File: src/rtl/truth_table_scanner_pkg.sv
// truth_table_scanner_pkg
// Shared definitions for the truth-table scanner:
//   state_t    - FSM state encoding (IDLE=0, DRIVE=1, SAMPLE=2, DONE=3)
//   TT_WIDTH   - truth-table width for the default N_VARS (2^N_VARS)
//   SETTLE_W   - settle-counter width (holds 1..15)
//   tt_width() - 2^n for parameterised instances
package truth_table_scanner_pkg;

    typedef enum logic [1:0] {
        IDLE   = 2'd0,
        DRIVE  = 2'd1,
        SAMPLE = 2'd2,
        DONE   = 2'd3
    } state_t;

    localparam int N_VARS_DEFAULT = 4;
    localparam int TT_WIDTH       = 1 << N_VARS_DEFAULT;
    localparam int SETTLE_W       = 4;

    function automatic int tt_width(input int n);
        return 1 << n;
    endfunction

endpackage

File: src/rtl/truth_table_scanner_if.sv
// truth_table_scanner_if
// Bundles the scan handshake and the truth-table result bus.
//   start         - request a scan (seen only while the scanner is idle)
//   busy / done   - scan in progress / one-cycle result-valid pulse
//   vec_out       - input vector driven onto the function under test
//   f_in          - function output for the current vec_out
//   table_out     - captured truth table, bit k = f(k)
//   ones_cnt      - number of ones in table_out
// With TRUTH_TABLE_SCANNER_COMPARE_EN defined it also carries
//   expected, mismatch, first_bad_idx.
// Handshake: start is a level; a scan is accepted on the first rising
// edge where start=1 and the scanner is idle. From that edge busy stays
// high until the edge leaving DONE; done is high for exactly the DONE
// cycle, and table_out/ones_cnt are valid from then until the next
// acceptance. There is no backpressure on the result.
// Modports: master = whoever drives start/f_in, slave = the scanner.
interface truth_table_scanner_if #(
    parameter int N_VARS = 4
);
    localparam int TT_W = 1 << N_VARS;

    logic              start;
    logic              busy;
    logic              done;
    logic [N_VARS-1:0] vec_out;
    logic              f_in;
    logic [TT_W-1:0]   table_out;
    logic [N_VARS:0]   ones_cnt;
`ifdef TRUTH_TABLE_SCANNER_COMPARE_EN
    logic [TT_W-1:0]   expected;
    logic              mismatch;
    logic [N_VARS-1:0] first_bad_idx;

    modport master (
        output start, f_in, expected,
        input  busy, done, vec_out, table_out, ones_cnt, mismatch, first_bad_idx
    );
    modport slave (
        input  start, f_in, expected,
        output busy, done, vec_out, table_out, ones_cnt, mismatch, first_bad_idx
    );
`else
    modport master (
        output start, f_in,
        input  busy, done, vec_out, table_out, ones_cnt
    );
    modport slave (
        input  start, f_in,
        output busy, done, vec_out, table_out, ones_cnt
    );
`endif
endinterface

File: src/rtl/truth_table_scanner_scan_vec_counter.sv
// scan_vec_counter
// Holds the vector being driven and the per-vector settle counter.
//   clk, rst  - clock, asynchronous active-high reset
//   clear     - restart: vector and settle counter to 0
//   step      - advance to the next vector and restart settling
//   count     - one more settle cycle elapsed
//   vec       - current vector
//   last_vec  - vec is 2^N_VARS-1
//   settled   - the settle counter reaches SETTLE_CYCLES on this edge
module scan_vec_counter
    import truth_table_scanner_pkg::*;
#(
    parameter int N_VARS        = 4,
    parameter int SETTLE_CYCLES = 1
) (
    input  logic              clk,
    input  logic              rst,
    input  logic              clear,
    input  logic              step,
    input  logic              count,
    output logic [N_VARS-1:0] vec,
    output logic              last_vec,
    output logic              settled
);
    logic [SETTLE_W-1:0] settle_cnt;

    always_ff @(posedge clk or posedge rst) begin
        if (rst) begin
            vec        <= '0;
            settle_cnt <= '0;
        end else if (clear) begin
            vec        <= '0;
            settle_cnt <= '0;
        end else if (step) begin
            vec        <= vec + 1'b1;
            settle_cnt <= '0;
        end else if (count) begin
            settle_cnt <= settle_cnt + 1'b1;
        end
    end

    // Looks one count ahead so the FSM leaves DRIVE on the edge where the
    // counter becomes SETTLE_CYCLES.
    assign settled  = (settle_cnt == SETTLE_W'(SETTLE_CYCLES - 1));
    assign last_vec = (vec == {N_VARS{1'b1}});
endmodule

File: src/rtl/truth_table_scanner.sv
// truth_table_scanner
// Drives every vector 0..2^N_VARS-1 onto an external combinational
// function, holds each for SETTLE_CYCLES cycles, samples f_in and
// assembles the truth table plus its ones count.
//   clk, rst   - clock, asynchronous active-high reset
//   bus        - truth_table_scanner_if.slave (start/busy/done, vec_out,
//                f_in, table_out, ones_cnt)
//   state_dbg  - current FSM state
// Parameters: N_VARS (2..6), SETTLE_CYCLES (1..15).
// Optional: TRUTH_TABLE_SCANNER_COMPARE_EN adds a compare against the
// expected table latched at acceptance, reporting the first bad minterm.
module truth_table_scanner
    import truth_table_scanner_pkg::*;
#(
    parameter int N_VARS        = 4,
    parameter int SETTLE_CYCLES = 1
) (
    input  logic                  clk,
    input  logic                  rst,
    truth_table_scanner_if.slave  bus,
    output state_t                state_dbg
);
    localparam int TT_W = tt_width(N_VARS);

    state_t            state;
    logic              busy_q;
    logic              done_q;
    logic [TT_W-1:0]   table_q;
    logic [N_VARS:0]   ones_q;
    logic [N_VARS-1:0] vec;
    logic              last_vec;
    logic              settled;
    logic              accept;

    assign accept = (state == IDLE) && bus.start;

    scan_vec_counter #(
        .N_VARS        (N_VARS),
        .SETTLE_CYCLES (SETTLE_CYCLES)
    ) u_cnt (
        .clk      (clk),
        .rst      (rst),
        .clear    (accept),
        .step     ((state == SAMPLE) && !last_vec),
        .count    (state == DRIVE),
        .vec      (vec),
        .last_vec (last_vec),
        .settled  (settled)
    );

`ifdef TRUTH_TABLE_SCANNER_COMPARE_EN
    logic [TT_W-1:0]   exp_q;
    logic              mismatch_q;
    logic [N_VARS-1:0] first_bad_q;
`endif

    always_ff @(posedge clk or posedge rst) begin
        if (rst) begin
            state   <= IDLE;
            busy_q  <= 1'b0;
            done_q  <= 1'b0;
            table_q <= '0;
            ones_q  <= '0;
`ifdef TRUTH_TABLE_SCANNER_COMPARE_EN
            exp_q       <= '0;
            mismatch_q  <= 1'b0;
            first_bad_q <= '0;
`endif
        end else begin
            case (state)
                IDLE: begin
                    done_q <= 1'b0;
                    if (bus.start) begin
                        state   <= DRIVE;
                        busy_q  <= 1'b1;
                        table_q <= '0;
                        ones_q  <= '0;
`ifdef TRUTH_TABLE_SCANNER_COMPARE_EN
                        exp_q       <= bus.expected;
                        mismatch_q  <= 1'b0;
                        first_bad_q <= '0;
`endif
                    end
                end
                DRIVE: begin
                    if (settled) state <= SAMPLE;
                end
                SAMPLE: begin
                    table_q[vec] <= bus.f_in;
                    ones_q       <= ones_q + {{N_VARS{1'b0}}, bus.f_in};
`ifdef TRUTH_TABLE_SCANNER_COMPARE_EN
                    // Only the first disagreement is kept.
                    if ((bus.f_in != exp_q[vec]) && !mismatch_q) begin
                        mismatch_q  <= 1'b1;
                        first_bad_q <= vec;
                    end
`endif
                    if (last_vec) begin
                        state  <= DONE;
                        done_q <= 1'b1;
                    end else begin
                        state <= DRIVE;
                    end
                end
                DONE: begin
                    state  <= IDLE;
                    done_q <= 1'b0;
                    busy_q <= 1'b0;
                end
                default: state <= IDLE;
            endcase
        end
    end

    assign bus.busy      = busy_q;
    assign bus.done      = done_q;
    assign bus.vec_out   = vec;
    assign bus.table_out = table_q;
    assign bus.ones_cnt  = ones_q;
    assign state_dbg     = state;
`ifdef TRUTH_TABLE_SCANNER_COMPARE_EN
    assign bus.mismatch      = mismatch_q;
    assign bus.first_bad_idx = first_bad_q;
`endif
endmodule
File: src/flat_wrapper.sv
// flat-port wrapper written by rule: the top's interface ports become plain ports
module truth_table_scanner_flat import truth_table_scanner_pkg::*;
#(
    parameter int N_VARS        = 4,
    parameter int SETTLE_CYCLES = 1
)
  (clk, rst, state_dbg, bus_start, bus_f_in, bus_busy, bus_done, bus_vec_out, bus_table_out, bus_ones_cnt);
  truth_table_scanner_if #(.N_VARS(N_VARS)) bus_i ();
  input  logic clk;
  input  logic rst;
  output state_t state_dbg;
  input wire logic [$bits(bus_i.start)-1:0] bus_start;
  input wire logic [$bits(bus_i.f_in)-1:0] bus_f_in;
  output wire logic [$bits(bus_i.busy)-1:0] bus_busy;
  output wire logic [$bits(bus_i.done)-1:0] bus_done;
  output wire logic [$bits(bus_i.vec_out)-1:0] bus_vec_out;
  output wire logic [$bits(bus_i.table_out)-1:0] bus_table_out;
  output wire logic [$bits(bus_i.ones_cnt)-1:0] bus_ones_cnt;
  assign bus_i.start = bus_start;
  assign bus_i.f_in = bus_f_in;
  assign bus_busy = bus_i.busy;
  assign bus_done = bus_i.done;
  assign bus_vec_out = bus_i.vec_out;
  assign bus_table_out = bus_i.table_out;
  assign bus_ones_cnt = bus_i.ones_cnt;
  truth_table_scanner #(.N_VARS(N_VARS), .SETTLE_CYCLES(SETTLE_CYCLES)) u_core (.clk(clk), .rst(rst), .bus(bus_i), .state_dbg(state_dbg));
endmodule
File: config.mk
export PLATFORM = sky130hd
export DESIGN_NAME = truth_table_scanner_flat
export DESIGN_NICKNAME = d
export VERILOG_FILES = /design/src/rtl/truth_table_scanner_pkg.sv /design/src/rtl/truth_table_scanner_if.sv /design/src/rtl/truth_table_scanner_scan_vec_counter.sv /design/src/rtl/truth_table_scanner.sv /design/src/flat_wrapper.sv
export SDC_FILE = /design/constraint.sdc
export NUM_CORES = 1
export LEC_CHECK = 0
export BUFFER_PORTS_ARGS = -buffer_cell sky130_fd_sc_hd__buf_2
export CORE_MARGIN = 10
export CORE_UTILIZATION = 49
export DETAILED_ROUTE_END_ITERATION = 12
export PLACE_DENSITY = 0.75
export SLEW_MARGIN = 30
export SYNTH_ARGS = -nofsm -noshare
export SYNTH_HDL_FRONTEND = slang
export SYNTH_SLANG_ARGS = --single-unit
export TNS_END_PERCENT = 10
File: constraint.sdc
create_clock -name clk -period 1.9 [get_ports clk]
set_clock_uncertainty 0.1 [all_clocks]
set_input_delay 0.19 -clock clk [delete_from_list [all_inputs] [get_ports clk]]
set_output_delay 0.19 -clock clk [all_outputs]
set_load 0.02 [all_outputs]
==> metrics.md, run 1 <==
| Metric | Value |
|---|---|
| Status | finished clean |
| Placement Rows | 21 |
| Final setup viols | 0 |
| Final Cycle Share | 92.74% |
| Post-synthesis cell count | 174 |
| Wirelength per Cell | 16.00 µm |
| Via/cell ratio | around 5.6 |
| Ys async rst share | 100.0% |
| Final Hold Viols | 0 |
| Max-Slew Margin vs Limit | approximately two thirds |
| Syn Area/Cell | slightly above 10 µm² |
| Area Overhead vs Synth | 18.96% |
| # Max-Cap Violations | 0 |
| Fillers | ~290 |
| Distinct cells, synth | 39 |
| Peak supply drop | just under 0.0008 V |
| Flops & latches, synth | 33 |
| Crit Path Category | reg -> reg |
| Via count | 1485 |
| CP required | around 2100 ps |
| First-pass iteration count of the detailed router | 4 |
| Overall Global Routing Usage | 13.82% |
| Synth Warn # | 0 |
| Routed Antenna Nets | 0 |
| Total CTS buffers | 5 |
| P_leak | 1.132 nW |
| Antenna violations before repair | 0 |
| CP Launch Type | flip-flop |
| IO Count | 33 |
| Largest net degree at the start of global routing | 34 |
| Clock tree sinks | 33 |
| Die X | approximately 80 µm |
| Syn nets | 191 |
| IO buf count | 32 |
| Total power | roughly 2.9 mW |
| Mapped Area | about 1800 µm² |
| Minimum clock period | between 1500 and 2000 ps |
| Most used DFF post-synth | dfrtp_1 |
| Ratio of cells with drive above 1 in the final layout | approximately a quarter |
| Htree depth | 2 |
| CTS tree | built |
| Worst Tran Pin Value | roughly 500 ps |
| Antenna diode count | 0 |
| Max Buffers Root-to-Sink | 2 |
| Gr ovfl total | 0 |
| Routability cong. | between 0.8 and 0.9 |
| RSZ-0062 raised after global routing | false |
| Largest area contributor in the netlist | dfrtp_1 |
| Initial Util | between 50 and 60% |
| Fin Setup TNS | 0 ps |
| Clock Pin Slew Worst Setup and Hold Paths | roughly 100 ps |
| Die area | 6431 µm² |
| NumNets Final | 234 |
| Die height | ~80 µm |
| DP HPWL | 3.063 mm |
| Area contributors post-synth | dfrtp_1 47%, ha_1 9.2%, mux2i_1 9.0%, nand2_1 4.2%, nand3_1 4.2% |
| Number of max-slew violations in the final report | 0 |
| Max FO, Critical Path | 4 |
| Later-pin clock latency in the skew report | around 340 ps |
| Core region area | 3416 µm² |
| # DRC | 0 |
| PD cells | 1361 nW/µm² |
| Root Driver | clkbuf_4 |
| Worst path arrival time | roughly 1900 ps |
| Seq/Total Area, Yosys | a little under half |
| CP Capture Type | flip-flop |
| 1st-iter DRT viols | 90 |
| First-pass GRT wire length | between 7 and 8 mm |
| Post-synth EDFFs | 0 |
| Total Wirelength | 4.223 mm |
| FMAX | between 500 and 600 MHz |
| HP Class | in -> reg |
| Share of the synthesized area in the top cell type | a little under half |
| Vias in the first global route | around 1500 |
-- Yosys cell counts, types with 2 or more instances --
| cell type | n |
|---|---|
| a21o_1 | 2 |
| a21oi_1 | 7 |
| a22o_1 | 2 |
| a32o_1 | 2 |
| buf_2 | 2 |
| clkbuf_1 | 5 |
| dfrtp_1 | 33 |
| ha_1 | 13 |
| inv_1 | 9 |
| mux2i_1 | 16 |
| nand2_1 | 20 |
| nand3_1 | 15 |
| nand4_1 | 4 |
| nor2_1 | 7 |
| nor2b_1 | 3 |
| nor3b_1 | 2 |
| o21ai_0 | 7 |
| o31ai_1 | 2 |
| or4_1 | 2 |
| xor2_1 | 2 |
-- state kept, by name, indices dropped and copies added (netlist names) --
signal                   flops
u_core.bus.busy              1
u_core.u_cnt.settle_cnt      4
u_core.bus.table_out        16
u_core.bus.ones_cnt          5
u_core.u_cnt.vec             4
u_core.state_dbg             2
u_core.bus.done              1
-- metrics by stage --
stage          instances  cell area [µm²]  setup WS, ps  hold slack [ps]  util (%)
6_report             264             2112         138.0            139.8     61.83
5_1_grt              264             2112         29.97            127.2     61.83
4_1_cts              262             2086         40.42            126.1     61.06
3_5_place_dp         253             2021         24.53            203.0     59.16
3_3_place_gp         253             2021         123.0            189.8     59.16
2_1_floorplan        174             1775         26.33            218.9         -
-- cells in the final DEF, fill, tap and decap left out, types with 2 or more instances in the layout --
| cell | count |
|---|---|
| nand3_1 | 15 |
| a22o_1 | 2 |
| nand4_1 | 4 |
| or4_1 | 2 |
| xor2_1 | 2 |
| nor2_1 | 7 |
| a32o_1 | 2 |
| a21oi_1 | 7 |
| nor2b_1 | 3 |
| ha_1 | 11 |
| mux2i_1 | 16 |
| buf_2 | 32 |
| nand2_1 | 20 |
| clkinv_2 | 2 |
| ha_2 | 2 |
| buf_4 | 12 |
| a21o_1 | 2 |
| clkbuf_4 | 5 |
| dfrtp_1 | 33 |
| o31ai_1 | 2 |
| inv_1 | 9 |
| o21ai_0 | 6 |
| nor3b_1 | 2 |
-- kinds of logic (layout without fill, tap and decap cells) --
family	Yosys count	in the layout	synth area share, %
multiplexers	18	18	10.43
XOR/XNOR	3	3	1.480
AO/OA/AOI/OAI	29	29	11.13
AND/OR/NAND/NOR	60	60	16.70
flip-flops	33	33	46.51
buffers and inverters	18	62	4.581
adder cells (fa/ha/maj)	13	13	9.162
-- final cells by class --
cell class | count | area, µm² | area share, %
Tap cell | 46 | 57.56 | 2.725
Sequential cell | 33 | 825.8 | 39.10
Clock buffer | 6 | 41.29 | 1.955
Inverter | 9 | 33.78 | 1.600
Clock inverter | 2 | 10.01 | 0.4739
Multi-Input combinational cell | 123 | 883.3 | 41.82
Timing Repair Buffer | 45 | 260.3 | 12.32
-- worst paths after layout --
path,end,start,depth (start not counted),slack (ps)
hold / removal,u_core.bus.ones_cnt[0]$_DFFE_PP0P_,bus_f_in,3,140
setup / recovery,u_core.state_dbg[0]$_DFFE_PP0P_,u_core.u_cnt.settle_cnt[0]$_DFFE_PP0P_,5,140
max in group asynchronous,u_core.bus.table_out[4]$_DFFE_PP0P_,rst,4,1030
hold reg to reg,u_core.bus.busy$_DFFE_PP0P_,u_core.bus.busy$_DFFE_PP0P_,1,400
setup reg to reg,u_core.state_dbg[0]$_DFFE_PP0P_,u_core.u_cnt.settle_cnt[0]$_DFFE_PP0P_,5,140
min in group asynchronous,u_core.bus.ones_cnt[1]$_DFFE_PP0P_,rst,4,360
-- worst max-delay path: stages (launching register included) --
cell and delay (ps):
dfrtp_1 430, inv_1 70, ha_1 130, or3b_2 460
a21oi_1 250, mux2i_1 230
-- power by group --
group,internal [mW],leakage [nW],switching (mW)
sequential,0.848,0.448,0.166
clock,0.141,0.0320,0.243
combinational,0.596,0.652,0.880
total,1.58,1.13,1.29
-- per-layer routing --
layer,vias up,share of wire (%),global-route usage (%)
li1,706,-,-
met1,728,43,16.61
met2,43,47,21.83
met3,8,8.0,5.011
met4,0,1.8,5.634
met5,-,0,0
-- repair_timing --
action / in CTS / in global routing
resized for setup: 1 / 4
hold buffers: 1 / 0
buffers inserted: 0 / 2
cloned: 0 / 0
setup endpoints to repair: 2 / 9
pin swaps: 0 / 0
endpoints found under the hold margin: 33 / 0
Power figures use the tool's default switching activity.
==> run 2, diff against run 1 <==
ABC_AREA = 1   (was default)
CORE_UTILIZATION = 50   (was 49)
==> metrics.md, run 2 <==
| Metric | Value |
|---|---|
| Status | finished clean (unchanged) |
| Post-synthesis cell count | 262 (was 174) |
| Die area | 6720 µm² (was 6431 µm²) |
| Max-Slew Margin vs Limit | 72.35% (was 66.89%) |
| Area contributors post-synth | dfrtp_1 43%, nand2_1 19%, ha_1 8.5%, inv_1 7.4%, nand3_1 5.2% (was dfrtp_1 47%, ha_1 9.2%, mux2i_1 9.0%, nand2_1 4.2%, nand3_1 4.2%) |
| Worst path arrival time | 1740 ps (was 1930 ps) |
| HP Class | in -> reg (unchanged) |
| Via/cell ratio | 4.862 (was 5.625) |
| Vias in the first global route | 1663 (was 1487) |
| Fin Setup TNS | 0 ps (unchanged) |
| Htree depth | 2 (unchanged) |
| Postcts setup bufs | 0 (unchanged) |
| Synth Warn # | 0 (unchanged) |
| Final setup viols | 0 (unchanged) |
| Root Driver | clkbuf_8 (was clkbuf_4) |
| Worst Hold Slack | 103.7 ps (was 139.8 ps) |
| FMAX | 600.4 MHz (was 567.5 MHz) |
| Placement Rows | 22 (was 21) |
| Syn Area/Cell | 7.331 µm² (was 10.20 µm²) |
| Worst Tran Pin Value | 414.8 ps (was 496.6 ps) |
| Via count | 1697 (was 1485) |
| Commonest non-fill, non-tap cells in the layout | 97 x nand2_1, 38 x inv_1, 33 x dfrtp_1 (was 33 x dfrtp_1, 32 x buf_2, 20 x nand2_1) |
| Final Util | 61.09% (was 61.83%) |
| # Max-Cap Violations | 0 (unchanged) |
| Ratio of cells with drive above 1 in the final layout | 16.94% (was 26.15%) |
| Die X | 81.98 µm (was 80.20 µm) |
| Final Hold Viols | 0 (unchanged) |
| Antenna diode count | 0 (unchanged) |
| First-pass GRT wire length | 7.555 mm (was 7.176 mm) |
| Share of the synthesized area in the top cell type | 43.00% (was 46.51%) |
| Minimum clock period | 1666 ps (was 1762 ps) |
| Largest area contributor in the netlist | dfrtp_1 (unchanged) |
| Total Wirelength | 4.309 mm (was 4.223 mm) |
| Core region area | 3689 µm² (was 3416 µm²) |
| Clock Pin Slew Worst Setup and Hold Paths | 60 ps (was 100 ps) |
| Gr ovfl total | 0 (unchanged) |
| Most used DFF post-synth | dfrtp_1 (unchanged) |
| Post-route cell area | 2253 µm² (was 2112 µm²) |
| Clock tree sinks | 33 (unchanged) |
| Initial Util | 52.07% (was 51.98%) |
| PD cells | 1156 nW/µm² (was 1361 nW/µm²) |
| Crit Path Category | reg -> reg (unchanged) |
| Max Buffers Root-to-Sink | 2 (unchanged) |
| P_leak | 1.367 nW (was 1.132 nW) |
| Flops & latches, synth | 33 (unchanged) |
| Fillers | 345 (was 289) |
| CP required | 1970 ps (was 2070 ps) |
| Largest net degree at the start of global routing | 34 (unchanged) |
| Seq/Total Area, Yosys | 43.00% (was 46.51%) |
| Post-synth EDFFs | 0 (unchanged) |
| Overall Global Routing Usage | 14.41% (was 13.82%) |
| Final Cycle Share | 87.66% (was 92.74%) |
| IO Count | 33 (unchanged) |
| RSZ-0062 raised after global routing | false (unchanged) |
| CTS tree | built (unchanged) |
| Routability cong. | 0.8251 (was 0.8142) |
| NumNets Final | 318 (was 234) |
| # DRC | 0 (unchanged) |
| DP HPWL | 3.217 mm (was 3.063 mm) |
| Antenna violations before repair | 0 (unchanged) |
| Mapped Area | 1921 µm² (was 1775 µm²) |
| Routed Antenna Nets | 0 (unchanged) |
| Wirelength per Cell | 12.35 µm (was 16.00 µm) |
| First-pass iteration count of the detailed router | 4 (unchanged) |
| Max FO, Critical Path | 12 (was 4) |
| CP Launch Type | flip-flop (unchanged) |
| Ys async rst share | 100.0% (unchanged) |
| Peak supply drop | 0.0007797 V (was 0.0007699 V) |
| Total CTS buffers | 5 (unchanged) |
| Count leader, synth | nand2_1 (was dfrtp_1) |
| IO buf count | 32 (unchanged) |
| Post-place instance area | 2150 µm² (was 2021 µm²) |
| Distinct cells, synth | 20 (was 39) |
| Final worst slack | 234.4 ps (was 138.0 ps) |
| Largest register FFs | 16 (unchanged) |
| CP Capture Type | flip-flop (unchanged) |
| Commonest non-fill, non-tap cell in the layout | nand2_1 (was dfrtp_1) |
| Area Overhead vs Synth | 17.33% (was 18.96%) |
| Pre-CTS setup slack | 136.4 ps (was 24.53 ps) |
| Synth top cells by count | 98 x nand2_1, 38 x inv_1, 33 x dfrtp_1 (was 33 x dfrtp_1, 20 x nand2_1, 16 x mux2i_1) |
| Number of max-slew violations in the final report | 0 (unchanged) |
| 1st-iter DRT viols | 84 (was 90) |
| Die height | 81.98 µm (was 80.20 µm) |
| Later-pin clock latency in the skew report | 280 ps (was 340 ps) |
| Syn nets | 279 (was 191) |
run 2: worst paths after layout:
path / slack, ps / depth (start not counted) / end / from
max in group asynchronous: 960 / 4 / u_core.bus.table_out[14]$_DFFE_PP0P_ / rst
hold reg to reg: 380 / 2 / u_core.bus.table_out[1]$_DFFE_PP0P_ / u_core.bus.table_out[1]$_DFFE_PP0P_
setup reg to reg: 230 / 9 / u_core.bus.table_out[12]$_DFFE_PP0P_ / u_core.state_dbg[1]$_DFFE_PP0P_
hold / removal: 100 / 3 / u_core.bus.table_out[3]$_DFFE_PP0P_ / bus_f_in
min in group asynchronous: 440 / 4 / u_core.bus.ones_cnt[0]$_DFFE_PP0P_ / rst
setup / recovery: 230 / 9 / u_core.bus.table_out[12]$_DFFE_PP0P_ / u_core.state_dbg[1]$_DFFE_PP0P_
run 2: final cells by class:
type | count | area [µm²] | share of cell area (%)
multi-input cells | 184 | 910.9 | 40.42
clock buffers | 7 | 86.33 | 3.831
well taps | 48 | 60.06 | 2.665
repair buffers | 39 | 227.7 | 10.11
inverters | 38 | 142.6 | 6.330
flip-flops and latches | 33 | 825.8 | 36.65
run 2: cell families after synthesis:
| family | synth area share, % |
|---|---|
| fa+ha+maj | 8.469 |
| flops | 43.00 |
| compound gates | 3.778 |
| buf+inv | 9.967 |
| xor+xnor | 0.4561 |
| simple gates | 34.33 |
run 2: where the power goes:
group / internal (mW) / switching [mW]
registers: 0.814 / 0.112
logic: 0.379 / 0.779
clock network: 0.287 / 0.235
total: 1.48 / 1.13
run 2: metal layers:
metal / vias to the layer above / routed length [µm] / global-route usage [%]
met5: - / 0 / 0
met4: 0 / 86 / 5.442
met3: 7 / 312 / 5.022
met2: 42 / 2004 / 23.82
met1: 756 / 1906 / 16.83
li1: 892 / - / -
run 2: repair_timing:
item / 4_1_cts / 5_1_grt
resized for setup: 0 / 2
hold buffers: 1 / 0
endpoints found under the setup margin: 0 / 6
hold endpoints to repair: 33 / 0
run 2: worst max-delay path: stages, from the launching register on:
cell	delay [ps]
dfrtp_1	440
inv_1	120
ha_1	180
nand2_2	130
inv_1	130
nand2_2	170
nand2_1	110
nand2_1	50
o21ai_1	70
inv_1	50
run 2: through the flow:
stage / std cells / power (mW)
floorplan: 262 / 1.757
global placement: 341 / 2.064
global route: 349 / 2.833
detailed placement: 341 / 2.084
finish: 349 / 2.605
CTS: 349 / 2.626
==> run 3, diff against run 2 <==
SETUP_SLACK_MARGIN = 0.4   (was default)
==> metrics.md, run 3 (synthesis results as in run 2) <==
| Metric | Value |
|---|---|
| Later-pin clock latency in the skew report | 280 ps (about the same) |
| Crit Path Category | reg -> reg (unchanged) |
| 1st-iter DRT viols | 135 (was 84) |
| Max-Slew Margin vs Limit | 79.12% (was 72.35%) |
| FMAX | 656.2 MHz (was 600.4 MHz) |
| Antenna diode count | 0 (unchanged) |
| Status | finished clean (unchanged) |
| Overall Global Routing Usage | 14.42% (was 14.41%) |
| Ratio of cells with drive above 1 in the final layout | 25.89% (was 16.94%) |
| Largest register FFs | 16 (unchanged) |
| Seq pwr share | 31.1% (was 35.5%) |
| RSZ-0062 raised after global routing | true (was false) |
| Wirelength per Cell | 13.55 µm (was 12.35 µm) |
| Commonest non-fill, non-tap cell in the layout | nand2_1 (unchanged) |
| Die area | 6720 µm² (unchanged) |
| # Max-Cap Violations | 0 (unchanged) |
| Net Sw Frac | 42.90% (was 43.19%) |
| Final Util | 66.72% (was 61.09%) |
| Routed Antenna Nets | 0 (unchanged) |
| Gr ovfl total | 0 (unchanged) |
| # DRC | 0 (unchanged) |
| Final Cycle Share | 80.20% (was 87.66%) |
| Worst Tran Pin Value | 313.2 ps (was 414.8 ps) |
| Final Hold Viols | 0 (unchanged) |
| Max FO, Critical Path | 8 (was 12) |
| Final setup viols | 0 (unchanged) |
| CP Capture Type | flip-flop (unchanged) |
| Commonest non-fill, non-tap cells in the layout | 92 x nand2_1, 32 x buf_2, 31 x inv_1 (was 97 x nand2_1, 38 x inv_1, 33 x dfrtp_1) |
| Peak supply drop | 0.0008997 V (was 0.0007797 V) |
| Initial Util | 52.07% (unchanged) |
| Largest net degree at the start of global routing | 23 (was 34) |
| Combinational fraction of design power | 51.5% (was 44.5%) |
| Minimum clock period | 1524 ps (was 1666 ps) |
| Clock Power Share | 17.4% (was 20.0%) |
| Fillers | 328 (was 345) |
| IO buf count | 32 (unchanged) |
| CTS tree | built (unchanged) |
| IO Count | 33 (unchanged) |
| Fin Setup TNS | 0 ps (unchanged) |
| Core region area | 3689 µm² (unchanged) |
| CP required | 1980 ps (was 1970 ps) |
| Internal | 1.742 mW (was 1.480 mW) |
| HP Class | in -> reg (unchanged) |
| Die height | 81.98 µm (unchanged) |
| Die X | 81.98 µm (unchanged) |
| Placement Rows | 22 (unchanged) |
| Htree depth | 2 (unchanged) |
| PD cells | 1240 nW/µm² (was 1156 nW/µm²) |
| Clock Pin Slew Worst Setup and Hold Paths | 70 ps (was 60 ps) |
| Via/cell ratio | 5.087 (was 4.862) |
| Root Driver | clkbuf_8 (unchanged) |
| Number of max-slew violations in the final report | 0 (unchanged) |
| DP HPWL | 3.371 mm (was 3.217 mm) |
| Area Overhead vs Synth | 28.14% (was 17.33%) |
| Routability cong. | 0.8731 (was 0.8251) |
| NumNets Final | 326 (was 318) |
| Total CTS buffers | 5 (unchanged) |
| Worst path arrival time | 1600 ps (was 1740 ps) |
| Vias in the first global route | 1694 (was 1663) |
| Switch Pwr | 1.309 mW (was 1.125 mW) |
| P_leak | 1.436 nW (was 1.367 nW) |
| Max Buffers Root-to-Sink | 2 (unchanged) |
| Total Wirelength | 4.839 mm (was 4.309 mm) |
| CP Launch Type | flip-flop (unchanged) |
| First-pass iteration count of the detailed router | 4 (unchanged) |
| Clock tree sinks | 33 (unchanged) |
| First-pass GRT wire length | 7.672 mm (was 7.555 mm) |
| Antenna violations before repair | 0 (unchanged) |
| Via count | 1816 (was 1697) |
[run 3: cell count changes in the layout (fill, tap and decap cells not counted), sizes merged]
cell | previous run | this run
clkbuf | 7 | 9
nand2 | 101 | 102
buf | 38 | 43
[run 3: layer usage]
layer / up-vias / GRT usage (%) / share of wire (%)
met4: 0 / 5.442 / 1.3
met1: 856 / 17.52 / 42
met2: 47 / 23.98 / 51
met3: 6 / 3.712 / 6.4
li1: 907 / - / -
met5: - / 0 / 0
[run 3: worst paths after layout]
kind / startpoint / to / slack [ps] / depth (start not counted)
worst max-delay path: u_core.state_dbg[1]$_DFFE_PP0P_ / u_core.bus.table_out[4]$_DFFE_PP0P_ / 380 / 8
min in group asynchronous: rst / u_core.bus.ones_cnt[4]$_DFFE_PP0P_ / 380 / 4
worst min register to register: u_core.bus.table_out[0]$_DFFE_PP0P_ / u_core.bus.table_out[0]$_DFFE_PP0P_ / 400 / 2
worst max register to register: u_core.state_dbg[1]$_DFFE_PP0P_ / u_core.bus.table_out[4]$_DFFE_PP0P_ / 380 / 8
worst min-delay path: bus_f_in / u_core.bus.table_out[2]$_DFFE_PP0P_ / 130 / 3
max in group asynchronous: rst / u_core.u_cnt.vec[0]$_DFFE_PP0P_ / 1090 / 4
[run 3: timing repair]
item / CTS / global route
setup buffers: 3 / 3
hold buffers: 1 / 0
cloned: 0 / 4
pin swaps: 1 / 3
gates resized for setup: 13 / 19
hold endpoints to repair: 33 / 0
endpoints found under the setup margin: 25 / 30
[run 3: stage by stage]
| step | worst slack, ps | total power [mW] | cells | hold slack [ps] | area [µm²] |
|---|---|---|---|---|---|
| after global placement | 101.3 | 2.039 | 339 | 130.3 | 2140 |
| after global routing | 309.4 | 3.275 | 357 | 140.2 | 2461 |
| after floorplan | 349.0 | 1.763 | 262 | 218.8 | 1926 |
| after detailed placement | 132.4 | 2.063 | 339 | 131.2 | 2140 |
| after CTS | 383.6 | 2.751 | 350 | 115.1 | 2321 |
| final | 376.2 | 3.051 | 357 | 128.9 | 2461 |
[run 3: power by group through the flow]
stage / sequential [mW] / combinational (mW) / clock, mW
4_1_cts: 0.942 / 1.27 / 0.537
3_3_place_gp: 0.945 / 1.09 / 0
5_1_grt: 0.969 / 1.74 / 0.572
2_1_floorplan: 1.03 / 0.729 / 0
6_report: 0.947 / 1.57 / 0.532
3_5_place_dp: 0.956 / 1.11 / 0
[run 3: final cells by class]
cell class              count  area (µm²)  share of cell area [%]
clock buffers               7       86.33                   3.508
inverters                  38       152.6                   6.202
multi-input cells         185       999.7                   40.62
flip-flops and latches     33       830.8                   33.76
well taps                  48       60.06                   2.440
repair buffers             46       331.6                   13.47
[run 3: critical path: stages (launching register included)]
cell and delay [ps]:
dfrtp_2 460, inv_4 90, ha_4 180, nand2_8 100, nand2_8 130, clkbuf_16 150, nand3_1 80, nand2_1 90
inv_1 40
